**config.mk**
```make
export PLATFORM = sky130hd
export DESIGN_NAME = mips_instr_encoder
export DESIGN_NICKNAME = d
export VERILOG_FILES = /design/src/rtl/mips_isa_pkg.sv /design/src/rtl/mips_instr_fmt.sv /design/src/rtl/mips_instr_encoder.sv
export SDC_FILE = /design/constraint.sdc
export NUM_CORES = 1
export LEC_CHECK = 0
export CORE_MARGIN = 1.5
export CORE_UTILIZATION = 44
export DETAILED_ROUTE_END_ITERATION = 8
export GPL_TIMING_DRIVEN = 1
export PLACE_DENSITY_LB_ADDON = 0.08
export SLEW_MARGIN = 10
export SYNTH_ARGS = -nofsm -noshare
export SYNTH_HDL_FRONTEND = slang
export SYNTH_HIERARCHICAL = 1
export SYNTH_SLANG_ARGS = --single-unit
```
**constraint.sdc**
```tcl
create_clock -name clk -period 2.2 [get_ports clk]
set_input_delay 0.33 -clock clk [delete_from_list [all_inputs] [get_ports clk]]
set_output_delay 0.33 -clock clk [all_outputs]
set_load 0.01 [all_outputs]
```
**src/rtl/mips_isa_pkg.sv**
```systemverilog
// MIPS-I subset encoding constants: op-select enum, opcodes, func codes, field positions.
package mips_isa_pkg;

  typedef enum logic [4:0] {
    OP_ADD  = 5'd0,  OP_SUB  = 5'd1,  OP_AND  = 5'd2,  OP_OR   = 5'd3,
    OP_XOR  = 5'd4,  OP_SLT  = 5'd5,  OP_MULT = 5'd6,  OP_DIV  = 5'd7,
    OP_JR   = 5'd8,  OP_MFLO = 5'd9,  OP_MFHI = 5'd10, OP_LW   = 5'd11,
    OP_SW   = 5'd12, OP_SLTI = 5'd13, OP_LUI  = 5'd14, OP_J    = 5'd15,
    OP_JAL  = 5'd16, OP_ADDI = 5'd17, OP_BEQ  = 5'd18, OP_BNE  = 5'd19
  } op_sel_e;

  localparam logic [5:0] OPC_RTYPE = 6'd0;
  localparam logic [5:0] OPC_LW    = 6'd35;
  localparam logic [5:0] OPC_SW    = 6'd43;
  localparam logic [5:0] OPC_SLTI  = 6'd10;
  localparam logic [5:0] OPC_LUI   = 6'd15;
  localparam logic [5:0] OPC_J     = 6'd2;
  localparam logic [5:0] OPC_JAL   = 6'd3;
  localparam logic [5:0] OPC_ADDI  = 6'd8;
  localparam logic [5:0] OPC_BEQ   = 6'd4;
  localparam logic [5:0] OPC_BNE   = 6'd5;

  localparam logic [5:0] FN_ADD  = 6'd32;
  localparam logic [5:0] FN_SUB  = 6'd34;
  localparam logic [5:0] FN_AND  = 6'd36;
  localparam logic [5:0] FN_OR   = 6'd37;
  localparam logic [5:0] FN_XOR  = 6'd38;
  localparam logic [5:0] FN_SLT  = 6'd42;
  localparam logic [5:0] FN_MULT = 6'd24;
  localparam logic [5:0] FN_DIV  = 6'd26;
  localparam logic [5:0] FN_JR   = 6'd8;
  localparam logic [5:0] FN_MFLO = 6'd18;
  localparam logic [5:0] FN_MFHI = 6'd16;

  localparam int OPC_LSB = 26;
  localparam int RS_LSB  = 21;
  localparam int RT_LSB  = 16;
  localparam int RD_LSB  = 11;

  // shamt is never used by this subset, so bits [10:6] stay zero
  function automatic logic [31:0] r_word(logic [5:0] fn, logic [4:0] rs, logic [4:0] rt,
                                         logic [4:0] rd);
    return {OPC_RTYPE, rs, rt, rd, 5'd0, fn};
  endfunction

  function automatic logic [31:0] i_word(logic [5:0] opc, logic [4:0] rs, logic [4:0] rt,
                                         logic [15:0] imm);
    return {opc, rs, rt, imm};
  endfunction

  function automatic logic [31:0] j_word(logic [5:0] opc, logic [25:0] target);
    return {opc, target};
  endfunction

endpackage

```
**src/rtl/mips_instr_fmt.sv**
```systemverilog
// Combinational formatter: op select and operand fields -> legal flag and 32-bit MIPS word.
module mips_instr_fmt
  import mips_isa_pkg::*;
(
  input  logic [4:0]  i_op,
  input  logic [4:0]  i_rs,
  input  logic [4:0]  i_rt,
  input  logic [4:0]  i_rd,
  input  logic [15:0] i_imm,
  input  logic [25:0] i_target,
  output logic        o_legal,
  output logic [31:0] o_word
);

  always_comb begin
    o_legal = 1'b1;
    o_word  = 32'd0;
    case (i_op)
      OP_ADD:  o_word = r_word(FN_ADD,  i_rs, i_rt, i_rd);
      OP_SUB:  o_word = r_word(FN_SUB,  i_rs, i_rt, i_rd);
      OP_AND:  o_word = r_word(FN_AND,  i_rs, i_rt, i_rd);
      OP_OR:   o_word = r_word(FN_OR,   i_rs, i_rt, i_rd);
      OP_XOR:  o_word = r_word(FN_XOR,  i_rs, i_rt, i_rd);
      OP_SLT:  o_word = r_word(FN_SLT,  i_rs, i_rt, i_rd);
      OP_MULT: o_word = r_word(FN_MULT, i_rs, i_rt, 5'd0);
      OP_DIV:  o_word = r_word(FN_DIV,  i_rs, i_rt, 5'd0);
      OP_JR:   o_word = r_word(FN_JR,   i_rs, 5'd0, 5'd0);
      OP_MFLO: o_word = r_word(FN_MFLO, 5'd0, 5'd0, i_rd);
      OP_MFHI: o_word = r_word(FN_MFHI, 5'd0, 5'd0, i_rd);
      OP_LW:   o_word = i_word(OPC_LW,   i_rs, i_rt, i_imm);
      OP_SW:   o_word = i_word(OPC_SW,   i_rs, i_rt, i_imm);
      OP_SLTI: o_word = i_word(OPC_SLTI, i_rs, i_rt, i_imm);
      OP_LUI:  o_word = i_word(OPC_LUI,  5'd0, i_rt, i_imm);
      OP_J:    o_word = j_word(OPC_J,   i_target);
      OP_JAL:  o_word = j_word(OPC_JAL, i_target);
      OP_ADDI: o_word = i_word(OPC_ADDI, i_rs, i_rt, i_imm);
      OP_BEQ:  o_word = i_word(OPC_BEQ,  i_rs, i_rt, i_imm);
      OP_BNE:  o_word = i_word(OPC_BNE,  i_rs, i_rt, i_imm);
      default: o_legal = 1'b0;
    endcase
  end

endmodule

```
**src/rtl/mips_instr_encoder.sv**
```systemverilog
// Encodes symbolic instructions and writes them sequentially into instruction memory.
// Optional macro BRANCH_ABS_EN: BEQ/BNE in_imm is an absolute word address converted to an offset.
module mips_instr_encoder
  import mips_isa_pkg::*;
#(
  parameter int ADDR_W    = 8,
  parameter int DEPTH     = 256,
  parameter int BASE_ADDR = 0
) (
  input  logic              clk,
  input  logic              rst_n,
  input  logic              clear,
  input  logic              in_valid,
  output logic              in_ready,
  input  logic [4:0]        in_op,
  input  logic [4:0]        in_rs,
  input  logic [4:0]        in_rt,
  input  logic [4:0]        in_rd,
  input  logic [15:0]       in_imm,
  input  logic [25:0]       in_target,
  output logic              imem_we,
  output logic [ADDR_W-1:0] imem_addr,
  output logic [31:0]       imem_wdata,
  output logic [ADDR_W:0]   count,
  output logic              full,
  output logic              err
);

  localparam logic [ADDR_W-1:0] BASE      = ADDR_W'(BASE_ADDR);
  localparam logic [ADDR_W:0]   DEPTH_CNT = (ADDR_W+1)'(DEPTH);

  typedef enum logic [1:0] {S_IDLE, S_WRITE, S_FULL} state_e;

  state_e              r_state;
  logic                r_ready;
  logic                r_we;
  logic [ADDR_W-1:0]   r_addr;
  logic [31:0]         r_wdata;
  logic [ADDR_W:0]     r_count;
  logic                r_full;
  logic                r_err;

  logic [15:0]         w_imm;
  logic                w_range_ok;
  logic                w_legal;
  logic [31:0]         w_word;
  logic [ADDR_W:0]     w_count_nxt;

`ifdef BRANCH_ABS_EN
  // 18-bit signed difference so an out-of-range offset is detectable before truncation
  logic signed [17:0] w_diff;
  logic               w_is_branch;
  assign w_is_branch = (in_op == OP_BEQ) || (in_op == OP_BNE);
  assign w_diff      = $signed({2'b00, in_imm}) - $signed({{(18-ADDR_W){1'b0}}, r_addr}) - 18'sd1;
  assign w_range_ok  = !w_is_branch || ((w_diff >= -18'sd32768) && (w_diff <= 18'sd32767));
  assign w_imm       = w_is_branch ? w_diff[15:0] : in_imm;
`else
  assign w_range_ok  = 1'b1;
  assign w_imm       = in_imm;
`endif

  mips_instr_fmt u_fmt (
    .i_op     (in_op),
    .i_rs     (in_rs),
    .i_rt     (in_rt),
    .i_rd     (in_rd),
    .i_imm    (w_imm),
    .i_target (in_target),
    .o_legal  (w_legal),
    .o_word   (w_word)
  );

  assign w_count_nxt = r_count + 1'b1;

  always_ff @(posedge clk) begin
    if (!rst_n) begin
      r_state <= S_IDLE;
      r_ready <= 1'b1;
      r_we    <= 1'b0;
      r_addr  <= BASE;
      r_wdata <= 32'd0;
      r_count <= '0;
      r_full  <= 1'b0;
      r_err   <= 1'b0;
    end else if (clear) begin
      r_state <= S_IDLE;
      r_ready <= 1'b1;
      r_we    <= 1'b0;
      r_addr  <= BASE;
      r_count <= '0;
      r_full  <= 1'b0;
      r_err   <= 1'b0;
    end else begin
      case (r_state)
        S_IDLE: begin
          if (in_valid && r_ready) begin
            if (w_legal && w_range_ok) begin
              r_wdata <= w_word;
              r_we    <= 1'b1;
              r_ready <= 1'b0;
              r_state <= S_WRITE;
            end else begin
              r_err <= 1'b1;
            end
          end
        end
        S_WRITE: begin
          r_we    <= 1'b0;
          r_addr  <= r_addr + 1'b1;
          r_count <= w_count_nxt;
          if (w_count_nxt == DEPTH_CNT) begin
            r_full  <= 1'b1;
            r_state <= S_FULL;
          end else begin
            r_ready <= 1'b1;
            r_state <= S_IDLE;
          end
        end
        S_FULL: begin
          r_ready <= 1'b0;
          r_full  <= 1'b1;
        end
        default: r_state <= S_IDLE;
      endcase
    end
  end

  assign in_ready   = r_ready;
  assign imem_we    = r_we;
  assign imem_addr  = r_addr;
  assign imem_wdata = r_wdata;
  assign count      = r_count;
  assign full       = r_full;
  assign err        = r_err;

endmodule

```
==> summary.md <==
| Metric | Value |
|---|---|
| ANT nets after route | `0` |
| Async set-reset flop share out of synthesis | `0%` |
| Dpl cell area | `between 0.004 and 0.005 mm2` |
| Worst slew pin tran | `~0.55 ns` |
| EDFF count, synth | `0` |
| Width of the die | `between 80 and 90 um` |
| WP data arrival | `approximately 2.2 ns` |
| Clk root buf | `clkbuf_8` |
| Final hold slack | `around 0.46 ns` |
| Placer congestion estimate | `roughly 0.85` |
| Skew final | `approximately 0.0061 ns` |
| Slew Viols, Final | `0` |
| Final setup viols | `0` |
| CTS H-tree depth | `2` |
| CTS max path bufs | `2` |
| Worst setup SP type | `input port` |
| Largest net degree at the start of global routing | `23` |
| Final min period | `between 1.5 and 2 ns` |
| Sequential element share of the synthesized area | `a little over a third` |
| Worst-Skew Late Latency | `a little over 0.3 ns` |
| Leak pwr | `1.70 nW` |
| Synthesized Nets | `about 450` |
| Post_cts resized | `0` |
| R2r setup slk | `0.53 ns` |
| Final #Nets | `roughly 580` |
| Worst EP required | `between 2 and 2.5 ns` |
| Hold_buf cts | `0` |
| Hold Violations, Final | `0` |
| Syn Area/Cell | `8.16 um2` |
| Headroom to the max-slew limit | `63.6%` |
| Most frequent cells in the layout | `118 x clkdlybuf4s50_1, 84 x nand2_1, 55 x dfxtp_1` |
| Vias per cell | `about 5.2` |
| DR DRC count | `0` |
| Count of mapped cells out of synthesis | `roughly 380` |
| Placed wire-length estimate | `6500 um` |
| Predominant post-synthesis flop cell | `dfxtp_1` |
| PortBufs | `about 120` |
| HP Class | `register to register` |
| Post-route cell area | `~0.0046 mm2` |
| Worst r2r dst | `full$_SDFFE_PP0P_` |
| Remaining global-route overflow | `0` |
| 1st-iter DRT viols | `119` |
| RSZ-0062 raised after global routing | `no` |
| Yosys warnings | `6` |
| Global-route wire length before repair | `13,700 um` |
| Flop and latch count out of synthesis | `55` |
| Die Ht | `between 80 and 90 um` |
| Ant diodes | `0` |
| Clk slew on worst S/H paths | `roughly 0.1 ns` |
| Layout area overhead | `48.7%` |
| Synth Cell Area | `a little over 0.003 mm2` |
| Max VDD drop | `roughly 0.00024 V` |
| Distinct cell type count after synthesis | `56` |
| WL/cell | `between 10 and 15 um` |
| Full die area | `between 0.007 and 0.008 mm2` |
| FILL cells | `between 600 and 700` |
| Most common cell after layout, fill and taps aside | `clkdlybuf4s50_1` |
| Outcome | `finished clean` |
| Starting Density | `around 46%` |
| Vias in the first global route | `slightly below 3k` |
| CP max FO | `8` |
| GR Util All Layers | `23.0%` |
| Critical path type | `input port to register` |
| Clock Sinks | `55` |
| Layout cell share with drive strength beyond 1 | `roughly 11%` |
| F_max | `approximately 520 MHz` |
| DRT Pass-1 Iters | `5` |
| Max cap viols | `0` |
| Vias | `3,173` |
| Core ar. | `roughly 0.0068 mm2` |
| Worst setup path end | `imem_wdata[16]$_SDFFE_PN0P_` |
| Tcrit/Tclk final | `~88%` |
| CTS tree | `yes` |
| Top Ports | `~120` |
| Site row count | `30` |
| Post-CTS setup buffers | `0` |
| Initial antenna violation count | `0` |
| PwrDens | `443 mW/mm2` |
| Critical path origin | `in_op[0]` |
| Pwr Total | `around 2 mW` |
| Reg2Reg Launch Point | `count[0]$_SDFFE_PP0P_` |
| Detailed Route WL | `roughly 8400 um` |
| CP endpoint kind | `register` |
| R2R cell count | `5` |
| CTS Buf Count | `5` |
[state kept, by name (all words and copies together) (netlist names)]
name and cells:
imem_addr 8, imem_we 1, count 9, in_ready 1, err 1, full 1
imem_wdata 32, r_state 2
[synthesized netlist by cell type (all sizes together) (2+ instances only)]
library cell,number,area [um2]
nand2,84,315
ha,3,37.5
nand2b,4,25.0
nor3,6,30.0
and4,2,18.8
a22o,15,131
inv,2,7.51
a211o,2,17.5
dfxtp,55,1100
xnor2,4,35.0
and3,8,51.3
buf,19,138
o21ai,13,76.3
a211oi,2,15.0
nor4,2,27.5
a22oi,2,28.8
a221o,10,100
o22ai,2,12.5
nor2,27,101
xor2,13,114
clkbuf,9,35.0
nand4,11,68.8
o21a,2,15.0
nand3,7,40.0
nor2b,7,43.8
a31oi,2,12.5
a21o,2,15.0
a21oi,7,35.0
nor3b,3,22.5
nand3b,2,15.0
or2,2,12.5
and2,3,21.3
a21boi,37,278
[stage by stage]
stage	std cells	TNS (ns)	util, %	setup slack [ns]
6_report	609	0	67.7	0.263
4_1_cts	609	0	67.7	0.245
2_1_floorplan	379	0	-	0.314
3_3_place_gp	601	0	66.3	0.0221
5_1_grt	609	0	67.7	0.136
3_5_place_dp	601	-0.425	66.3	-0.0757
[power by group]
group	total [mW]	internal [mW]	leakage, nW	switching (mW)
Clock	0.575	0.229	0.0485	0.346
Sequential	1.02	1.01	0.444	0.0109
Combinational	0.440	0.254	1.21	0.186
[cell type report]
cell class | instances | area (um2) | area share (%)
Clock buffer | 5 | 68.8 | 1.50
Clock inverter | 3 | 22.5 | 0.490
Inverter | 2 | 7.51 | 0.163
Multi-Input combinational cell | 294 | 1810 | 39.5
Sequential cell | 55 | 1100 | 23.9
Tap cell | 96 | 120 | 2.61
Timing Repair Buffer | 154 | 1460 | 31.8
[worst min path at each step]
stage | from | to | slack [ns] | cells past startpoint
floorplan | imem_wdata[10]$_SDFFE_PN0P_ | imem_wdata[10]$_SDFFE_PN0P_ | 0.48 | 2
global placement | imem_wdata[20]$_SDFFE_PN0P_ | imem_wdata[20]$_SDFFE_PN0P_ | 0.44 | 2
detailed placement | imem_wdata[8]$_SDFFE_PN0P_ | imem_wdata[8]$_SDFFE_PN0P_ | 0.44 | 2
CTS | imem_wdata[1]$_SDFFE_PN0P_ | imem_wdata[1]$_SDFFE_PN0P_ | 0.46 | 2
global route | imem_wdata[1]$_SDFFE_PN0P_ | imem_wdata[1]$_SDFFE_PN0P_ | 0.47 | 2
finish | imem_wdata[19]$_SDFFE_PN0P_ | imem_wdata[19]$_SDFFE_PN0P_ | 0.46 | 2
[critical path, stage by stage]
cell and delay [ns]:
clkdlybuf4s50_1 0.57, buf_4 0.19, nor2_1 0.07, buf_4 0.16, o221ai_1 0.43, a22o_1 0.24
nand2_1 0.05, a21boi_1 0.12
[logic make-up after synthesis]
| kind of cell | after synthesis | synth area share [%] |
|---|---|---|
| adders and majority gates | 3 | 1.21 |
| AOI/OAI and AO/OA | 102 | 25.9 |
| buffers and inverters | 30 | 5.83 |
| other | 1 | 0.121 |
| muxes | 1 | 0.324 |
| DFF | 55 | 35.6 |
| xor gates and xnor gates | 17 | 4.82 |
| and+or+nand+nor | 170 | 26.2 |
[metal layers]
metal	vias to the layer above	global-route usage, %	routed length [um]
met5	-	0	0
met4	0	4.84	64
met3	6	4.76	473
met2	90	39.0	4010
met1	1471	30.1	3900
li1	1606	-	-
No activity file was read; power rests on OpenSTA's default activity.
==> RTL edit 1 (same settings) <==
`FN_DIV`: 6'd26 -> 6'd13.
--- a/src/rtl/mips_isa_pkg.sv
+++ b/src/rtl/mips_isa_pkg.sv
@@ -27,7 +27,7 @@
   localparam logic [5:0] FN_XOR  = 6'd38;
   localparam logic [5:0] FN_SLT  = 6'd42;
   localparam logic [5:0] FN_MULT = 6'd24;
-  localparam logic [5:0] FN_DIV  = 6'd26;
+  localparam logic [5:0] FN_DIV  = 6'd13;
   localparam logic [5:0] FN_JR   = 6'd8;
   localparam logic [5:0] FN_MFLO = 6'd18;
   localparam logic [5:0] FN_MFHI = 6'd16;
Formal check against the unedited RTL: not equivalent (a bounded check fails within 4 cycles, from zero or initial values and one cycle with rst_n low).
==> RTL edit 1 against the original RTL <==
- setup slack got worse by 0.071 ns
- synthesized area increased by 2.1%
- power rose by 0.31%
- core utilization down 0.30 points
- count of clock-buffer cells in the layout up 1
- critical endpoint is now imem_wdata[24]$_SDFFE_PN0P_
- final area up 0.65%
- via count increased by 2.3%
- cell count shrank 0.66%
- sequential cell count did not move
- synthesized cell count is 1.1% higher
- wire length up 3.8%
==> RTL edit 1: results (changes against the original RTL) <==
Setup Skew 0.00984 ns (+0.00375 ns); synth cell count leaders nand2_1 (78), dfxtp_1 (55), a21boi_1 (30), nor2_1 (23), a22o_1 (15); Period minus WS final 2.01 ns (+0.0706 ns); Root Buffer clkbuf_8; worst slack, placed -0.134 ns (-0.0584 ns); sequential fraction of the synthesis area 0.349 (-0.00720); 1st-iter DRT viols 179 (+50%); share of cells above drive strength 1 0.100 (-0.00897); status completed; slowest CP cell a222oi_1; Max clock buf depth 2 (unchanged); internal reg-to-reg setup slack 0.51 ns (-0.02 ns); worst min-delay path endpoint imem_wdata[29]$_SDFFE_PN0P_; Max stage delay on crit path 0.49 ns (-0.08 ns); GRT Util Overall 0.219 (-0.0111); Hold Startpoint imem_wdata[29]$_SDFFE_PN0P_; GP Congestion 0.885 (+4.0%); nets@finish 577 (-0.69%); Yosys cell types 64 (+14%); vias in the first global route 2911 (-0.31%); Filler Cell Count 600 (-0.99%); Pint 0.00150 W (+0.49%); largest net degree at the start of global routing 34 (+48%); Hold WC Path Type flip-flop to flip-flop; WHS 0.457 ns (+0.000831 ns); Worst Path Arrival 2.25 ns (+0.07 ns); Post-CTS Setup Inserts 0 (unchanged); P_leak 1.70 nW (about the same); worst-path fanout max 6 (-2); First-pass DRT Iterations 4 (-1); diodes inserted 0 (unchanged); IO buf count 118 (unchanged); Detail Placement HPWL 6.40 mm (-1.4%); Top delay family on crit path compound AO/OA/AOI/OAI gates; syn_area_per_cell 8.24 sq um (+1.0%); end of the critical path imem_wdata[24]$_SDFFE_PN0P_; Area after DPL 0.00454 sq mm (+0.69%); first-pass GRT wire length 13.4 mm (-2.2%); Worst setup startpoint in_op[1]; vias per cell 5.37 (+3.0%); syn_nets 452 (+0.89%); non-filler cells, final 605 (-0.66%); maximum vdd drop 0.315 mV (+30%); Min-Delay Path Depth 2 (unchanged); cell count after placement 597 (-0.67%); post-CTS sizing 0 (unchanged); Synth area leaders dfxtp_1 (35%), nand2_1 (9.3%), a21boi_1 (7.1%); WL per Instance 14.5 microns (+4.5%); clock-pin slew on the worst setup and hold paths around 0.09 ns
## RTL edit 1: area by class of cell
type / count / area, sq um / share of cell area
Timing Repair Buffer: 150 / 1470 / 0.318
Tap cell: 96 / 120 / 0.0260
Clock buffer: 6 / 72.6 / 0.0157
Inverter: 2 / 7.51 / 0.00162
Clock inverter: 2 / 17.5 / 0.00378
Sequential cell: 55 / 1100 / 0.238
Multi-Input combinational cell: 294 / 1840 / 0.397
## RTL edit 1: cells by family (layout without fill, tap and decap cells)
family | after synthesis | count (layout) | share of synthesized area
buf+inv | 34 | 160 | 0.0686
other cells | 1 | 1 | 0.00119
flops | 55 | 55 | 0.349
simple gates | 167 | 167 | 0.258
mux | 1 | 1 | 0.00317
compound gates | 106 | 106 | 0.264
xor+xnor | 16 | 16 | 0.0444
fa+ha+maj | 3 | 3 | 0.0119
## RTL edit 1: worst min-delay path: stages, from the launching register on
cell and delay (ns):
dfxtp_1 0.32, nand2_1 0.05, a21boi_1 0.05
## RTL edit 1: power by group through the flow
stage               sequential (W)  clock, W  combinational [W]
floorplan                  0.00105         0           0.000209
CTS                        0.00102  0.000588           0.000451
global placement           0.00105         0           0.000443
detailed placement         0.00105         0           0.000448
finish                     0.00102  0.000571           0.000451
global route               0.00103  0.000619           0.000483
## RTL edit 1: per-layer routing
layer	vias to the layer above	track usage	routed length (microns)
met4	0	0.0563	125
met3	11	0.0537	699
met1	1496	0.283	4020
met2	132	0.366	3920
met5	-	0	0
li1	1607	-	-
==> RTL edit 2 (same flow settings) <==
Without the edit above. Put one more register stage on the output `count`, with the module's reset. The value now appears one clock later. The other outputs are not delayed to match.
--- a/src/rtl/mips_instr_encoder.sv
+++ b/src/rtl/mips_instr_encoder.sv
@@ -129,7 +129,13 @@
   assign imem_we    = r_we;
   assign imem_addr  = r_addr;
   assign imem_wdata = r_wdata;
-  assign count      = r_count;
+  always_ff @(posedge clk) begin
+    if (!rst_n) begin
+      count <= '0;
+    end else begin
+      count <= r_count;
+    end
+  end
   assign full       = r_full;
   assign err        = r_err;
 
Behaviour: not the same (Yosys sat finds a counterexample within 4 cycles, from zero or initial values and one cycle with rst_n low).
==> RTL edit 2 against the original RTL <==
- final area increased by 8.8%
- synthesized area rose by 9.7%
- first-iteration DRC count rose by 54%
- setup slack improved by 0.012 ns
- cell count rose by 3.3%
- hold slack worse by 0.0026 ns
- critical endpoint is now imem_wdata[31]$_SDFFE_PN0P_
- combinational power about the same
- power increased by 41%
- maximum frequency is 0.61% higher
- sequential cell count is 9 higher
- wire length grew 4.4%
- highest routed layer unchanged
- global-route usage is 1.2 points lower
- register-to-register slack worse by 0.02 ns
- via count up 3.0%
==> RTL edit 2: results (changes against the original RTL) <==
area of the multi-input gates 0.00193 sq mm (+6.1%); Non-clock buffer share 0.281 (-0.0372); Post-Synth Adder-Cell Area 0.0111 (-0.00107); Hold Startpoint imem_wdata[14]$_SDFFE_PN0P_; syn_area_per_cell 8.46 sq um (+3.7%); cell count after placement 613 (+2.0%); 1st-iter DRT viols 183 (+54%); vias in the first global route 3200 (+9.6%); IO buf count 118 (unchanged); combinational cell power 0.000441 W (about the same); Worst Path Arrival 2.14 ns (-0.04 ns); final wirelength 8.81 mm (+4.4%); synth cell count leaders nand2_1 (75), dfxtp_1 (64), nor2_1 (27), a21boi_1 (20), a22o_1 (15); # clk buffers 10 (+5); Inverters 3 (+1); Filler Cell Count 615 (+1.5%); Max stage delay on crit path 0.49 ns (-0.08 ns); non-filler cells, final 629 (+3.3%); share of cells above drive strength 1 0.130 (+0.0210); Worst-Skew Late Latency 0.34 ns (+0.03 ns); FF+latch area 0.00128 sq mm (+16%); mux cell area share after synthesis 0.00295 (-0.000287); Buffers, non-clock 143 (-7.1%); Setup Skew 0.00887 ns (+0.00279 ns); P_leak 1.84 nW (+7.7%); Area after DPL 0.00475 sq mm (+5.4%); Seq group 0.00119 W (+17%); slowest CP cell or4_1; routed wl met2 3.99 mm (-0.35%); DRC 0 (unchanged); ClkCell Share 0.0505 (+0.0307); met3 WL 676 microns (+43%); nets@finish 594 (+2.2%); Pint 0.00222 W (+48%); R2R Path Start r_count[0]$_SDFFE_PP0P_; Syn Inst Count 401 (+5.8%); GRT Util Overall 0.218 (-0.0118); status completed; syn_nets 470 (+4.9%); vias per cell 5.20 (-0.28%); #FFs+latches synth 64 (+16%); clock-pin slew on the worst setup and hold paths 0.07 ns (-0.03 ns); number of buffers created by CTS 9 (+4); Top delay family on crit path simple AND/OR/NAND/NOR gates; M1 wire length 4.08 mm (+4.8%); worst slack, placed -0.0496 ns (+0.0261 ns); Detail Placement HPWL 6.56 mm (+0.94%); first-pass GRT wire length 14.7 mm (+7.1%); Worst setup startpoint in_op[3]; First-pass DRT Iterations 4 (-1); Synth area leaders dfxtp_1 (38%), nand2_1 (8.3%), a21boi_1 (4.4%); #MultiIn Comb 304 (+3.4%); largest net degree at the start of global routing 34 (+48%); GP Congestion 0.858 (+0.91%); Synth Area in XOR/XNOR 0.0439 (-0.00426)
-- RTL edit 2: cell types whose count changed after synthesis, sizes merged, moves of 3 or more --
cell / unedited run / this run
nand3: 7 / 10
dfxtp: 55 / 64
and3: 8 / 5
and2: 3 / 13
clkbuf: 9 / 12
-- RTL edit 2: path summary, 6_finish.rpt --
path	end	slack, ns	cells past startpoint
setup / recovery	imem_wdata[31]$_SDFFE_PN0P_	0.27	8
hold / removal	imem_wdata[14]$_SDFFE_PN0P_	0.45	2
setup reg to reg	in_ready$_SDFFE_PP1P_	0.51	5
hold reg to reg	imem_wdata[14]$_SDFFE_PN0P_	0.45	2
-- RTL edit 2: tightest hold or removal path: stages, from the launching register on --
cell      delay [ns]
dfxtp_1         0.31
nand2_1         0.05
a21boi_1        0.05
-- RTL edit 2: per-layer routing --
metal,up-vias,GRT usage
li1,1660,-
met1,1482,0.269
met2,119,0.368
met3,7,0.0572
met4,0,0.0716
met5,-,0
